**src/rtl/wallace_pkg.sv**
```systemverilog
// wallace_pkg: shared constants and elaboration-time helpers for the pipelined Wallace multiplier
//   PIPE_DEPTH  stages from input transfer to output valid
//   pp_rows     partial-product rows including the Baugh-Wooley correction row
//   bw_corr     Baugh-Wooley correction constant (2^W + 2^(2W-1)) for W-bit operands
//   rows_at     rows remaining after l levels of 3:2 reduction
//   csa_levels  3:2 levels needed to reach two rows
package wallace_pkg;
   localparam int PIPE_DEPTH = 3;
   function automatic int pp_rows(input int w);
      return w + 1;
   endfunction
   function automatic logic [63:0] bw_corr(input int w);
      return (64'd1 << w) | (64'd1 << (2 * w - 1));
   endfunction
   function automatic int csa_next(input int n);
      return n - n / 3;
   endfunction
   function automatic int rows_at(input int n, input int l);
      int r;
      r = n;
      for (int i = 0; i < l; i++) r = csa_next(r);
      return r;
   endfunction
   function automatic int csa_levels(input int n);
      int r;
      int l;
      r = n;
      l = 0;
      while (r > 2) begin
         r = csa_next(r);
         l++;
      end
      return l;
   endfunction
endpackage

```
**src/rtl/wallace_mult_pipe_if.sv**
```systemverilog
// wallace_mult_pipe_if: operand/product valid-ready bus of the pipelined multiplier
//   in_*  operand beat (valid, ready, a, b, signed mode, tag) from producer
//   out_* product beat (valid, ready, product, tag) to consumer
//   master = producer/consumer side, slave = multiplier side
interface wallace_mult_pipe_if #(
   parameter int WIDTH = 8,
   parameter int TAG_W = 4
);
   logic               in_valid;
   logic               in_ready;
   logic [WIDTH-1:0]   in_a;
   logic [WIDTH-1:0]   in_b;
   logic               in_signed;
   logic [TAG_W-1:0]   in_tag;
   logic               out_valid;
   logic               out_ready;
   logic [2*WIDTH-1:0] out_prod;
   logic [TAG_W-1:0]   out_tag;
   modport master (
      output in_valid, in_a, in_b, in_signed, in_tag, out_ready,
      input  in_ready, out_valid, out_prod, out_tag
   );
   modport slave (
      input  in_valid, in_a, in_b, in_signed, in_tag, out_ready,
      output in_ready, out_valid, out_prod, out_tag
   );
endinterface

```
**src/rtl/wallace_csa_row.sv**
```systemverilog
// wallace_csa_row: N-bit row of 3:2 compressors
//   a_i, b_i, c_i  three addend vectors
//   sum_o          bitwise sum
//   carry_o        majority carries already shifted to their weight (top carry drops out)
module wallace_csa_row #(
   parameter int N = 16
) (
   input  logic [N-1:0] a_i,
   input  logic [N-1:0] b_i,
   input  logic [N-1:0] c_i,
   output logic [N-1:0] sum_o,
   output logic [N-1:0] carry_o
);
   logic [N-1:0] maj;
   assign sum_o   = a_i ^ b_i ^ c_i;
   assign maj     = (a_i & b_i) | (a_i & c_i) | (b_i & c_i);
   assign carry_o = maj << 1;
endmodule

```
**src/rtl/wallace_mult_pipe.sv**
```systemverilog
// wallace_mult_pipe: 3-stage Wallace-tree multiplier, signed/unsigned per beat, valid/ready
//   clk  clock, rising edge
//   rst  synchronous active-high reset
//   bus  slave side of wallace_mult_pipe_if (operand beat in, product beat out)
module wallace_mult_pipe
   import wallace_pkg::*;
#(
   parameter int WIDTH = 8,
   parameter int TAG_W = 4
) (
   input logic clk,
   input logic rst,
   wallace_mult_pipe_if.slave bus
);
   localparam int P    = 2 * WIDTH;
   localparam int ROWS = pp_rows(WIDTH);
   localparam int LVLS = csa_levels(ROWS);
   localparam logic [63:0] CORR = bw_corr(WIDTH);

   logic             v1_q, v2_q, v3_q;
   logic             en1, en2, en3;
   logic [WIDTH-1:0] a1_q, b1_q;
   logic             s1_q;
   logic [TAG_W-1:0] t1_q, t2_q, t3_q;
   logic [P-1:0]     sum_d, car_d, sum2_q, car2_q, prod_d, prod3_q;
   logic [P-1:0]     pp [ROWS];
   logic [P-1:0]     tree [LVLS+1][ROWS];

   // each stage advances when it is empty or its successor advances
   assign en3 = !v3_q || bus.out_ready;
   assign en2 = !v2_q || en3;
   assign en1 = !v1_q || en2;

   // Baugh-Wooley: invert the terms pairing exactly one operand MSB, then add the correction row
   always_comb begin
      for (int i = 0; i < ROWS; i++) pp[i] = '0;
      for (int i = 0; i < WIDTH; i++)
         for (int j = 0; j < WIDTH; j++)
            pp[i][i+j] = (a1_q[j] & b1_q[i]) ^ (s1_q && ((i == WIDTH - 1) != (j == WIDTH - 1)));
      pp[WIDTH] = s1_q ? CORR[P-1:0] : '0;
   end

   for (genvar k = 0; k < ROWS; k++) begin : g_lvl0
      assign tree[0][k] = pp[k];
   end

   // each level compresses every full group of three rows; leftover rows pass straight through
   for (genvar l = 0; l < LVLS; l++) begin : g_lvl
      localparam int N = rows_at(ROWS, l);
      localparam int G = N / 3;
      localparam int M = rows_at(ROWS, l + 1);
      for (genvar g = 0; g < G; g++) begin : g_csa
         wallace_csa_row #(.N(P)) u_csa (
            .a_i    (tree[l][3*g]),
            .b_i    (tree[l][3*g+1]),
            .c_i    (tree[l][3*g+2]),
            .sum_o  (tree[l+1][2*g]),
            .carry_o(tree[l+1][2*g+1])
         );
      end
      for (genvar r = 0; r < N - 3 * G; r++) begin : g_pass
         assign tree[l+1][2*G+r] = tree[l][3*G+r];
      end
      for (genvar k = M; k < ROWS; k++) begin : g_zero
         assign tree[l+1][k] = '0;
      end
   end

   assign sum_d  = tree[LVLS][0];
   assign car_d  = tree[LVLS][1];
   assign prod_d = sum2_q + car2_q;

   always_ff @(posedge clk) begin
      if (rst) begin
         v1_q    <= 1'b0;
         v2_q    <= 1'b0;
         v3_q    <= 1'b0;
         prod3_q <= '0;
         t3_q    <= '0;
      end else begin
         if (en1) begin
            v1_q <= bus.in_valid;
            if (bus.in_valid) begin
               a1_q <= bus.in_a;
               b1_q <= bus.in_b;
               s1_q <= bus.in_signed;
               t1_q <= bus.in_tag;
            end
         end
         if (en2) begin
            v2_q <= v1_q;
            if (v1_q) begin
               sum2_q <= sum_d;
               car2_q <= car_d;
               t2_q   <= t1_q;
            end
         end
         if (en3) begin
            v3_q <= v2_q;
            if (v2_q) begin
               prod3_q <= prod_d;
               t3_q    <= t2_q;
            end
         end
      end
   end

   assign bus.in_ready  = en1;
   assign bus.out_valid = v3_q;
   assign bus.out_prod  = prod3_q;
   assign bus.out_tag   = t3_q;
endmodule

```
**src/flat_wrapper.sv**
```systemverilog
// flat-port wrapper written by rule: the top's interface ports become plain ports
module wallace_mult_pipe_flat import wallace_pkg::*;
#(
   parameter int WIDTH = 8,
   parameter int TAG_W = 4
)
  (clk, rst, bus_in_valid, bus_in_a, bus_in_b, bus_in_signed, bus_in_tag, bus_out_ready, bus_in_ready, bus_out_valid, bus_out_prod, bus_out_tag);
  wallace_mult_pipe_if #(.WIDTH(WIDTH), .TAG_W(TAG_W)) bus_i ();
  input logic clk;
  input logic rst;
  input wire logic [$bits(bus_i.in_valid)-1:0] bus_in_valid;
  input wire logic [$bits(bus_i.in_a)-1:0] bus_in_a;
  input wire logic [$bits(bus_i.in_b)-1:0] bus_in_b;
  input wire logic [$bits(bus_i.in_signed)-1:0] bus_in_signed;
  input wire logic [$bits(bus_i.in_tag)-1:0] bus_in_tag;
  input wire logic [$bits(bus_i.out_ready)-1:0] bus_out_ready;
  output wire logic [$bits(bus_i.in_ready)-1:0] bus_in_ready;
  output wire logic [$bits(bus_i.out_valid)-1:0] bus_out_valid;
  output wire logic [$bits(bus_i.out_prod)-1:0] bus_out_prod;
  output wire logic [$bits(bus_i.out_tag)-1:0] bus_out_tag;
  assign bus_i.in_valid = bus_in_valid;
  assign bus_i.in_a = bus_in_a;
  assign bus_i.in_b = bus_in_b;
  assign bus_i.in_signed = bus_in_signed;
  assign bus_i.in_tag = bus_in_tag;
  assign bus_i.out_ready = bus_out_ready;
  assign bus_in_ready = bus_i.in_ready;
  assign bus_out_valid = bus_i.out_valid;
  assign bus_out_prod = bus_i.out_prod;
  assign bus_out_tag = bus_i.out_tag;
  wallace_mult_pipe #(.WIDTH(WIDTH), .TAG_W(TAG_W)) u_core (.clk(clk), .rst(rst), .bus(bus_i));
endmodule
```
**config.mk**
```make
export PLATFORM = sky130hd
export DESIGN_NAME = wallace_mult_pipe_flat
export DESIGN_NICKNAME = d
export VERILOG_FILES = /design/src/rtl/wallace_pkg.sv /design/src/rtl/wallace_mult_pipe_if.sv /design/src/rtl/wallace_csa_row.sv /design/src/rtl/wallace_mult_pipe.sv /design/src/flat_wrapper.sv
export SDC_FILE = /design/constraint.sdc
export NUM_CORES = 1
export LEC_CHECK = 0
export ABC_AREA = 1
export CAP_MARGIN = 20
export CORE_MARGIN = 2
export CORE_UTILIZATION = 55
export DETAILED_ROUTE_END_ITERATION = 16
export GPL_ROUTABILITY_DRIVEN = 1
export PLACE_DENSITY_LB_ADDON = 0.05
export SLEW_MARGIN = 20
export SYNTH_ARGS = -nofsm -noshare
export SYNTH_HDL_FRONTEND = slang
export SYNTH_SLANG_ARGS = --single-unit
```
**constraint.sdc**
```tcl
create_clock -name clk -period 6.13 [get_ports clk]
set_input_delay 0.9195 -clock clk [delete_from_list [all_inputs] [get_ports clk]]
set_output_delay 0.9195 -clock clk [all_outputs]
set_load 0.01 [all_outputs]
```
==> results.md <==
| Step | Parameter | Reported |
|---|---|---|
| run status | Result of the run | finished clean |
| grt | Maximum number of pins on one net before global-route repair | 32 |
| power | Total power draw | 1.49 mW |
| floorplan | Placeable core region | 8590 µm² |
| power | Fraction of power spent switching nets | 0.343 |
| power | Power per unit of standard cell area | 272 nW/µm² |
| placed design | Cell area after placement | 5280 µm² |
| logic synthesis | Number of register bits inferred by synthesis | 75 |
| logic synthesis | Post-Synthesis Cell Area | 4790 µm² |
| logic synthesis | Ranking of synthesized cells by area | sky130_fd_sc_hd__edfxtp_1 33%, sky130_fd_sc_hd__fa_1 16%, sky130_fd_sc_hd__dfxtp_1 9.6%, sky130_fd_sc_hd__inv_1 9.3%, sky130_fd_sc_hd__ha_1 8.6% |
| floorplan | Area of the die | 9470 µm² |
| logic synthesis | Area share of the largest cell type after synthesis | 0.326 |
| critical path | Worst setup startpoint | u_core.s1_q$_DFFE_PP_ |
| cells and area | Number of nets in the finished design | 644 |
| logic synthesis | Net count after synthesis | 610 |
| timing | Upper clock frequency limit | 296 MHz |
| timing | Headroom to the max-slew limit | 0.483 |
| placed design | Setup Slack @ Placement | 2.75 ns |
| floorplan | Die Span X | 97.3 µm |
| clock tree | Hold buffer count at cts | 0 |
| routing | Total via count after detailed routing | 3,184 |
| cells and area | End-of-flow core utilization | 0.637 |
| critical path | Crit Reg-Reg Startpoint | u_core.s1_q$_DFFE_PP_ |
| placed design | Placer Congestion | 0.847 |
| floorplan | Number of top-level design ports | 47 |
| timing | Total Neg Setup Slack | 0 ns |
| logic synthesis | Distinct cell type count of the synthesized netlist | 27 |
| critical path | Arrival time of data at the critical path endpoint | 3.48 ns |
| routing | Post-detailed-route DRC marker count | 0 |
| floorplan | Number of rows created at floorplan | 34 |
| power | Internal power summed over all cells | 0.978 mW |
| routing | Via count normalized by instance count | 4.82 |
| power | Combinational fraction of design power | 0.307 |
| power | Power share of the clock group | 0.260 |
| logic synthesis | Combinational family with the most area after synthesis | adder cells |
| logic synthesis | Area share of fa/ha/maj cells after synthesis | 0.245 |
| logic synthesis | Area fraction in compound gates after synthesis | 0.0366 |
| routing | Number of optimization iterations in the first detailed-route pass | 4 |
| clock tree | H-Tree Depth | 3 |
| power | Sequential share of power | 0.433 |
| cells and area | Fraction of final layout cells with drive strength greater than 1 | 0.0470 |
| clock tree | Number of gates given a new drive strength after cts | 0 |
| clock tree | Postcts setup bufs | 0 |
| timing | Clock Skew | 0.0179 ns |
| logic synthesis | Sequential share of the synthesized area | 0.422 |
| routing | Routed wire per std cell | 11.9 µm |
| power | Power spent charging and discharging nets | 0.511 mW |
| logic synthesis | Simple-gate area share of the yosys netlist | 0.148 |
| logic synthesis | Proportion of synthesized area in mux cells | 0 |
| logic synthesis | Share of synthesized registers carrying an async set or reset | 0 |
| routing | Final ANT Viol Nets | 0 |
| logic synthesis | Per-instance average area after synthesis | 9.31 µm² |
| hold path | Hold path startpoint | u_core.t1_q[2]$_DFFE_PP_ |
| hold path | Class of the most critical hold timing path | flip-flop to flip-flop |
| critical path | Critical Path Start Type | flip-flop |
| logic synthesis | Fraction of synthesized cell area in xor and xnor cells | 0.0329 |
| grt | Remaining Overflow, GRT | 0 |
| timing | RSZ-0062 raised after global routing | false |
| routing | Iteration-0 DRC count of the detailed router | 128 |
| timing | Max Slew Vio Count | 0 |
| timing | Endpoints failing hold | 0 |
| critical path | Max Fanout on Critical Path | 14 |
| clock tree | Max clock buf depth | 2 |
| clock tree | Root cell of the clock tree | sky130_fd_sc_hd__clkbuf_8 |
| placed design | Post-detailed-placement half-perimeter wirelength | 6060 µm |
| critical path | Worst Path Required | 6.24 ns |
| grt | Total global routing track utilization | 0.186 |
| critical path | CP endpoint kind | flip-flop |
| logic synthesis | Number of enable flip-flop cells after synthesis | 52 |
| clock tree | Cts bufs inserted | 9 |
| critical path | Worst Path Class, Setup | flip-flop to flip-flop |
| cells and area | Area growth from synthesis to layout | 14.4% |
| logic synthesis | Total number of yosys warnings | 0 |
| timing | Total setup violations reported at the end of the flow | 0 |
| clock tree | Count of clock tree sinks | 75 |
| timing | Final period utilization | 0.551 |
| routing | Total Routed Length | 7900 µm |
| clock tree | Clock-pin slew on the worst setup and hold paths | 0.10 ns |
| run | Max-cap violation count | 0 |
| grt | Antenna violations before repair | 0 |
| logic synthesis | Biggest area consumer among synthesized cells | sky130_fd_sc_hd__edfxtp_1 |
| logic synthesis | Predominant post-synthesis flop cell | sky130_fd_sc_hd__edfxtp_1 |
| placed design | I/O Buffers | 46 |
| floorplan | Initial Utilization | 0.557 |
| timing | Min setup slack post-route | 2.75 ns |
| timing | Min Clock Period, post-route | 3.38 ns |
| logic synthesis | Post-synthesis instance total | 514 |
| clock tree | TritonCTS clock tree | yes |
| power | Max IR drop VDD | 0.107 mV |
| floorplan | Height of the die | 97.3 µm |
| power | Leakage dissipation | 2.69 nW |
| cells and area | Antenna Diode Count | 0 |
| grt | Number of global-route vias before repair | 3,220 |
| grt | First-pass GRT wire length | 14,200 µm |
| cells and area | Final instance area | 5480 µm² |
| timing | Slew at the pin closest to its max-slew limit | 0.775 ns |
| clock tree | Worst-Skew Late Latency | 0.36 ns |
logic make-up after synthesis:
group / Yosys count
AOI/OAI and AO/OA: 30
xor gates and xnor gates: 18
adders and majority gates: 71
buffers and inverters: 142
DFF: 75
and+or+nand+nor: 178
state kept, by name, indices dropped and copies added, names as in the netlist:
| register | flops |
|---|---|
| u_core.a1_q | 8 |
| u_core.b1_q | 8 |
| u_core.bus.out_prod | 16 |
| u_core.bus.out_tag | 4 |
| u_core.bus.out_valid | 1 |
| u_core.car2_q | 11 |
| u_core.s1_q | 1 |
| u_core.sum2_q | 16 |
| u_core.t1_q | 4 |
| u_core.t2_q | 4 |
| u_core.v1_q | 1 |
| u_core.v2_q | 1 |
cells in the final DEF (no fill, tap or decap), types with 7 or more instances in the layout:
cell / synthesis / routed
sky130_fd_sc_hd__clkdlybuf4s50_1: 0 / 46
sky130_fd_sc_hd__ha_1: 33 / 33
sky130_fd_sc_hd__fa_1: 38 / 38
sky130_fd_sc_hd__nand3_1: 16 / 16
sky130_fd_sc_hd__o21ai_0: 15 / 15
sky130_fd_sc_hd__nor2_1: 46 / 46
sky130_fd_sc_hd__a21oi_1: 7 / 7
sky130_fd_sc_hd__inv_1: 118 / 117
sky130_fd_sc_hd__edfxtp_1: 52 / 52
sky130_fd_sc_hd__dfxtp_1: 23 / 23
sky130_fd_sc_hd__xor2_1: 18 / 18
sky130_fd_sc_hd__clkbuf_8: 0 / 9
sky130_fd_sc_hd__nand2_1: 110 / 110
routing by layer:
| metal | global-route usage | vias to the layer above | part of all wire |
|---|---|---|---|
| met3 | 0.0424 | 12 | 0.038 |
| met5 | 0 | - | 0 |
| met4 | 0.0577 | 0 | 0.015 |
| li1 | - | 1613 | - |
| met2 | 0.318 | 61 | 0.48 |
| met1 | 0.237 | 1498 | 0.47 |
area by class of cell:
class | count | area (µm²)
tap | 108 | 135
inverter | 119 | 447
timing repair buffer | 46 | 460
multi-input combinational | 297 | 2210
fill | 721 | 3120
clock inverter | 7 | 76.3
sequential | 75 | 2020
clock buffer | 9 | 124
metrics by stage:
step / std cells / hold slack [ns]
after floorplan: 514 / 0.400
after global placement: 645 / 0.420
after detailed placement: 645 / 0.407
after CTS: 661 / 0.432
after global routing: 661 / 0.437
final: 661 / 0.429
Yosys cell counts, types with 2 or more instances:
cell                         n
sky130_fd_sc_hd__clkbuf_1   17
sky130_fd_sc_hd__a21oi_1     7
sky130_fd_sc_hd__xor2_1     18
sky130_fd_sc_hd__fa_1       38
sky130_fd_sc_hd__nor2_1     46
sky130_fd_sc_hd__nand2_1   110
sky130_fd_sc_hd__dfxtp_1    23
sky130_fd_sc_hd__o21ai_0    15
sky130_fd_sc_hd__nand3_1    16
sky130_fd_sc_hd__ha_1       33
sky130_fd_sc_hd__nand2_2     2
sky130_fd_sc_hd__edfxtp_1   52
sky130_fd_sc_hd__buf_4       2
sky130_fd_sc_hd__a21oi_2     2
sky130_fd_sc_hd__nand4_1     2
sky130_fd_sc_hd__inv_1     118
sky130_fd_sc_hd__buf_2       3
power by group through the flow:
stage,Clock [mW],Sequential [mW],Combinational [mW]
3_5_place_dp,0,0.657,0.460
5_1_grt,0.420,0.650,0.543
4_1_cts,0.395,0.645,0.465
6_report,0.387,0.645,0.457
3_3_place_gp,0,0.656,0.441
2_1_floorplan,0,0.638,0.348
worst max-delay path, stage by stage (launching register included):
cell                       delay, ns
sky130_fd_sc_hd__edfxtp_1       0.81
sky130_fd_sc_hd__xor2_1         0.25
sky130_fd_sc_hd__fa_1           0.48
sky130_fd_sc_hd__fa_1           0.55
sky130_fd_sc_hd__inv_1          0.06
sky130_fd_sc_hd__fa_1           0.50
sky130_fd_sc_hd__fa_1           0.48
path summary, 6_finish.rpt:
check	end	slack [ns]	depth (start not counted)
worst max-delay path	u_core.sum2_q[7]$_DFFE_PP_	2.75	6
worst min-delay path	u_core.t2_q[2]$_DFFE_PP_	0.43	0
worst max register to register	u_core.sum2_q[7]$_DFFE_PP_	2.75	6
worst min register to register	u_core.t2_q[2]$_DFFE_PP_	0.43	0
(Power assumes the default switching activity.)
==> edit (config.mk and constraints unchanged) <==
`WIDTH` is set to 8 in 3 places; all go to 16.
--- a/src/rtl/wallace_mult_pipe_if.sv
+++ b/src/rtl/wallace_mult_pipe_if.sv
@@ -4,5 +4,5 @@
 //   master = producer/consumer side, slave = multiplier side
 interface wallace_mult_pipe_if #(
-   parameter int WIDTH = 8,
+   parameter int WIDTH = 16,
    parameter int TAG_W = 4
 );
--- a/src/rtl/wallace_mult_pipe.sv
+++ b/src/rtl/wallace_mult_pipe.sv
@@ -6,5 +6,5 @@
    import wallace_pkg::*;
 #(
-   parameter int WIDTH = 8,
+   parameter int WIDTH = 16,
    parameter int TAG_W = 4
 ) (
--- a/src/flat_wrapper.sv
+++ b/src/flat_wrapper.sv
@@ -2,5 +2,5 @@
 module wallace_mult_pipe_flat import wallace_pkg::*;
 #(
-   parameter int WIDTH = 8,
+   parameter int WIDTH = 16,
    parameter int TAG_W = 4
 )
Interface: changed (resized bus_in_a, bus_in_b and bus_out_prod); port bits go from 47 to 79. No check against the original RTL was run, so the function may have changed too.
==> edit against the unedited design <==
- critical path type unchanged
- sequential cell count grew 62
- wire length grew to 3.7 times the old value
- total power grew to 4.2 times the old value
- clock skew shrank 0.0026 ns
- count of clock-buffer cells in the layout grew 8
- first-iteration DRC count grew to 4.9 times the old value
- setup slack lost 1.1 ns
- sequential power grew 140%
- worst hold slack lost 0.016 ns
- critical endpoint is now u_core.sum2_q[16]
- critical path depth grew 4
- design area grew to 2.8 times the old value
- synthesized area grew to 2.9 times the old value
- combinational power grew to 8.0 times the old value
==> edit: results (changes against the unedited design) <==
stage	metric	value	unit	change
run_status	run_status	finished clean		
global_routing	global_route.usage.total	24.13	%	+5.5 points
global_routing	pin_count_of_the_biggest_net_entering_global_routing	55		+72%
synth	synth.yosys.seq_area_share	26.85	%	-15 points
cts	insertion_delay	0.43	ns	+0.07 ns
placement	numPortBuffers	78		+70%
power	worst_ir_drop_vdd	0.0002498	V	+130%
cts	post_cts.repair.setup_buffers	0		unchanged
synth	yosys_warnings	0		unchanged
placement	routabilityCongestion	0.8916		+5.2%
cts	tritoncts.num_buffers	17		+8
cts	cts_root_buf	clkbuf_16		
finish	drive_above_1_share	3.467	%	-1.2 points
synth	synth_area_leaders	fa_1 (29%), edfxtp_1 (21%), inv_1 (12%), nand2_1 (12%), ha_1 (8.4%)		
sta	clock_skew	0.01522	ns	-0.002647 ns
drt	post_drt_via_cell_ratio	4.875		+1.2%
sta	tightest_slew	0.9212	ns	+0.1464 ns
cts	cts.clk_slew.worst_paths	0.08	ns	-0.02 ns
cts	htree_levels	4		+1
power	power.leakage	8.116	nW	+200%
placement	hpwl	22890	um	+280%
drt	initialDrtViolationCount	628		+390%
finish	final_nets	1994		+210%
drt	iteration_count_of_the_initial_detailed_routing_pass	6		+2
synth	ys_top_cells_by_count	inv_1 (451), nand2_1 (427), fa_1 (200)		
synth	yosysUniqueCellTypes	30		+11%
global_routing	grt_antenna_before_repair	0		unchanged
setup_path	worstPathMaxFanout	16		+2
global_routing	via_count_of_the_first_global_routing_pass	9964		+210%
setup_path	crit_arrival	4.65	ns	+1.17 ns
global_routing	grt_first_pass_wirelength	49460	um	+250%
synth	synth-edff-count	98		+88%
drt	route.final.wire_length	29530	um	+270%
[edit: changes by cell type in the layout (fill, tap and decap cells not counted), moves of 20 or more]
cell / delta
inv_1: +333
nand2_1: +317
fa_1: +162
ha_1: +60
nor2_1: +48
edfxtp_1: +46
clkdlybuf4s50_1: +32
xor2_1: +20
[edit: layout make-up]
type / count / area [um^2]
flip-flops and latches: 137 / 3724
fillers: 2196 / 9580
clock inverters: 15 / 171.4
inverters: 453 / 1700
multi-input cells: 969 / 8139
well taps: 330 / 412.9
clock buffers: 17 / 425.4
repair buffers: 82 / 810.8
[edit: layer usage]
layer / part of all wire, % / track usage (%)
met3: 6.1 / 4.813
met2: 46 / 39.27
met5: 0 / 0
met1: 46 / 33.81
met4: 1.3 / 5.229
[edit: metrics by stage]
step / std cells / total power [mW] / hold slack, ns / area (um^2) / setup slack, ns
CTS: 2003 / 6.310 / 0.4089 / 15380 / 1.728
finish: 2003 / 6.228 / 0.4132 / 15380 / 1.652
global route: 2003 / 6.986 / 0.4176 / 15380 / 1.547
detailed placement: 1971 / 5.234 / 0.4052 / 14790 / 1.724
floorplan: 1636 / 4.156 / 0.4003 / 13870 / 1.875
global placement: 1971 / 5.046 / 0.4025 / 14790 / 1.783
[edit: final timing paths]
| check | endpoint | depth (start not counted) | startpoint | slack [ns] |
|---|---|---|---|---|
| max | u_core.sum2_q[16] | 10 | u_core.b1_q[14] | 1.65 |
| min | u_core.t2_q[1] | 0 | u_core.t1_q[1] | 0.41 |
| max reg2reg | u_core.sum2_q[16] | 10 | u_core.b1_q[14] | 1.65 |
| min reg2reg | u_core.t2_q[1] | 0 | u_core.t1_q[1] | 0.41 |
[edit: critical path: stages (launching register included)]
cell	delay, ns
edfxtp_1	0.84
nand2_1	0.18
fa_1	0.53
fa_1	0.55
inv_1	0.05
fa_1	0.53
inv_1	0.07
fa_1	0.49
fa_1	0.49
inv_1	0.05
fa_1	0.42
[edit: kinds of logic after synthesis]
family	count (synthesis)	share of synthesized area, %
AND/OR/NAND/NOR	590	17.11
adder cells (fa/ha/maj)	293	37.26
buffers and inverters	530	14.46
XOR/XNOR	41	2.589
AO/OA/AOI/OAI	45	1.732
flip-flops	137	26.85
[edit: where the power goes]
| part | internal [mW] | switching, mW | total, mW | leakage, nW |
|---|---|---|---|---|
| Combinational | 1.51 | 2.16 | 3.66 | 6.61 |
| Sequential | 1.40 | 0.120 | 1.52 | 1.21 |
| Clock | 0.552 | 0.495 | 1.05 | 0.295 |
| Total | 3.46 | 2.77 | 6.23 | 8.12 |
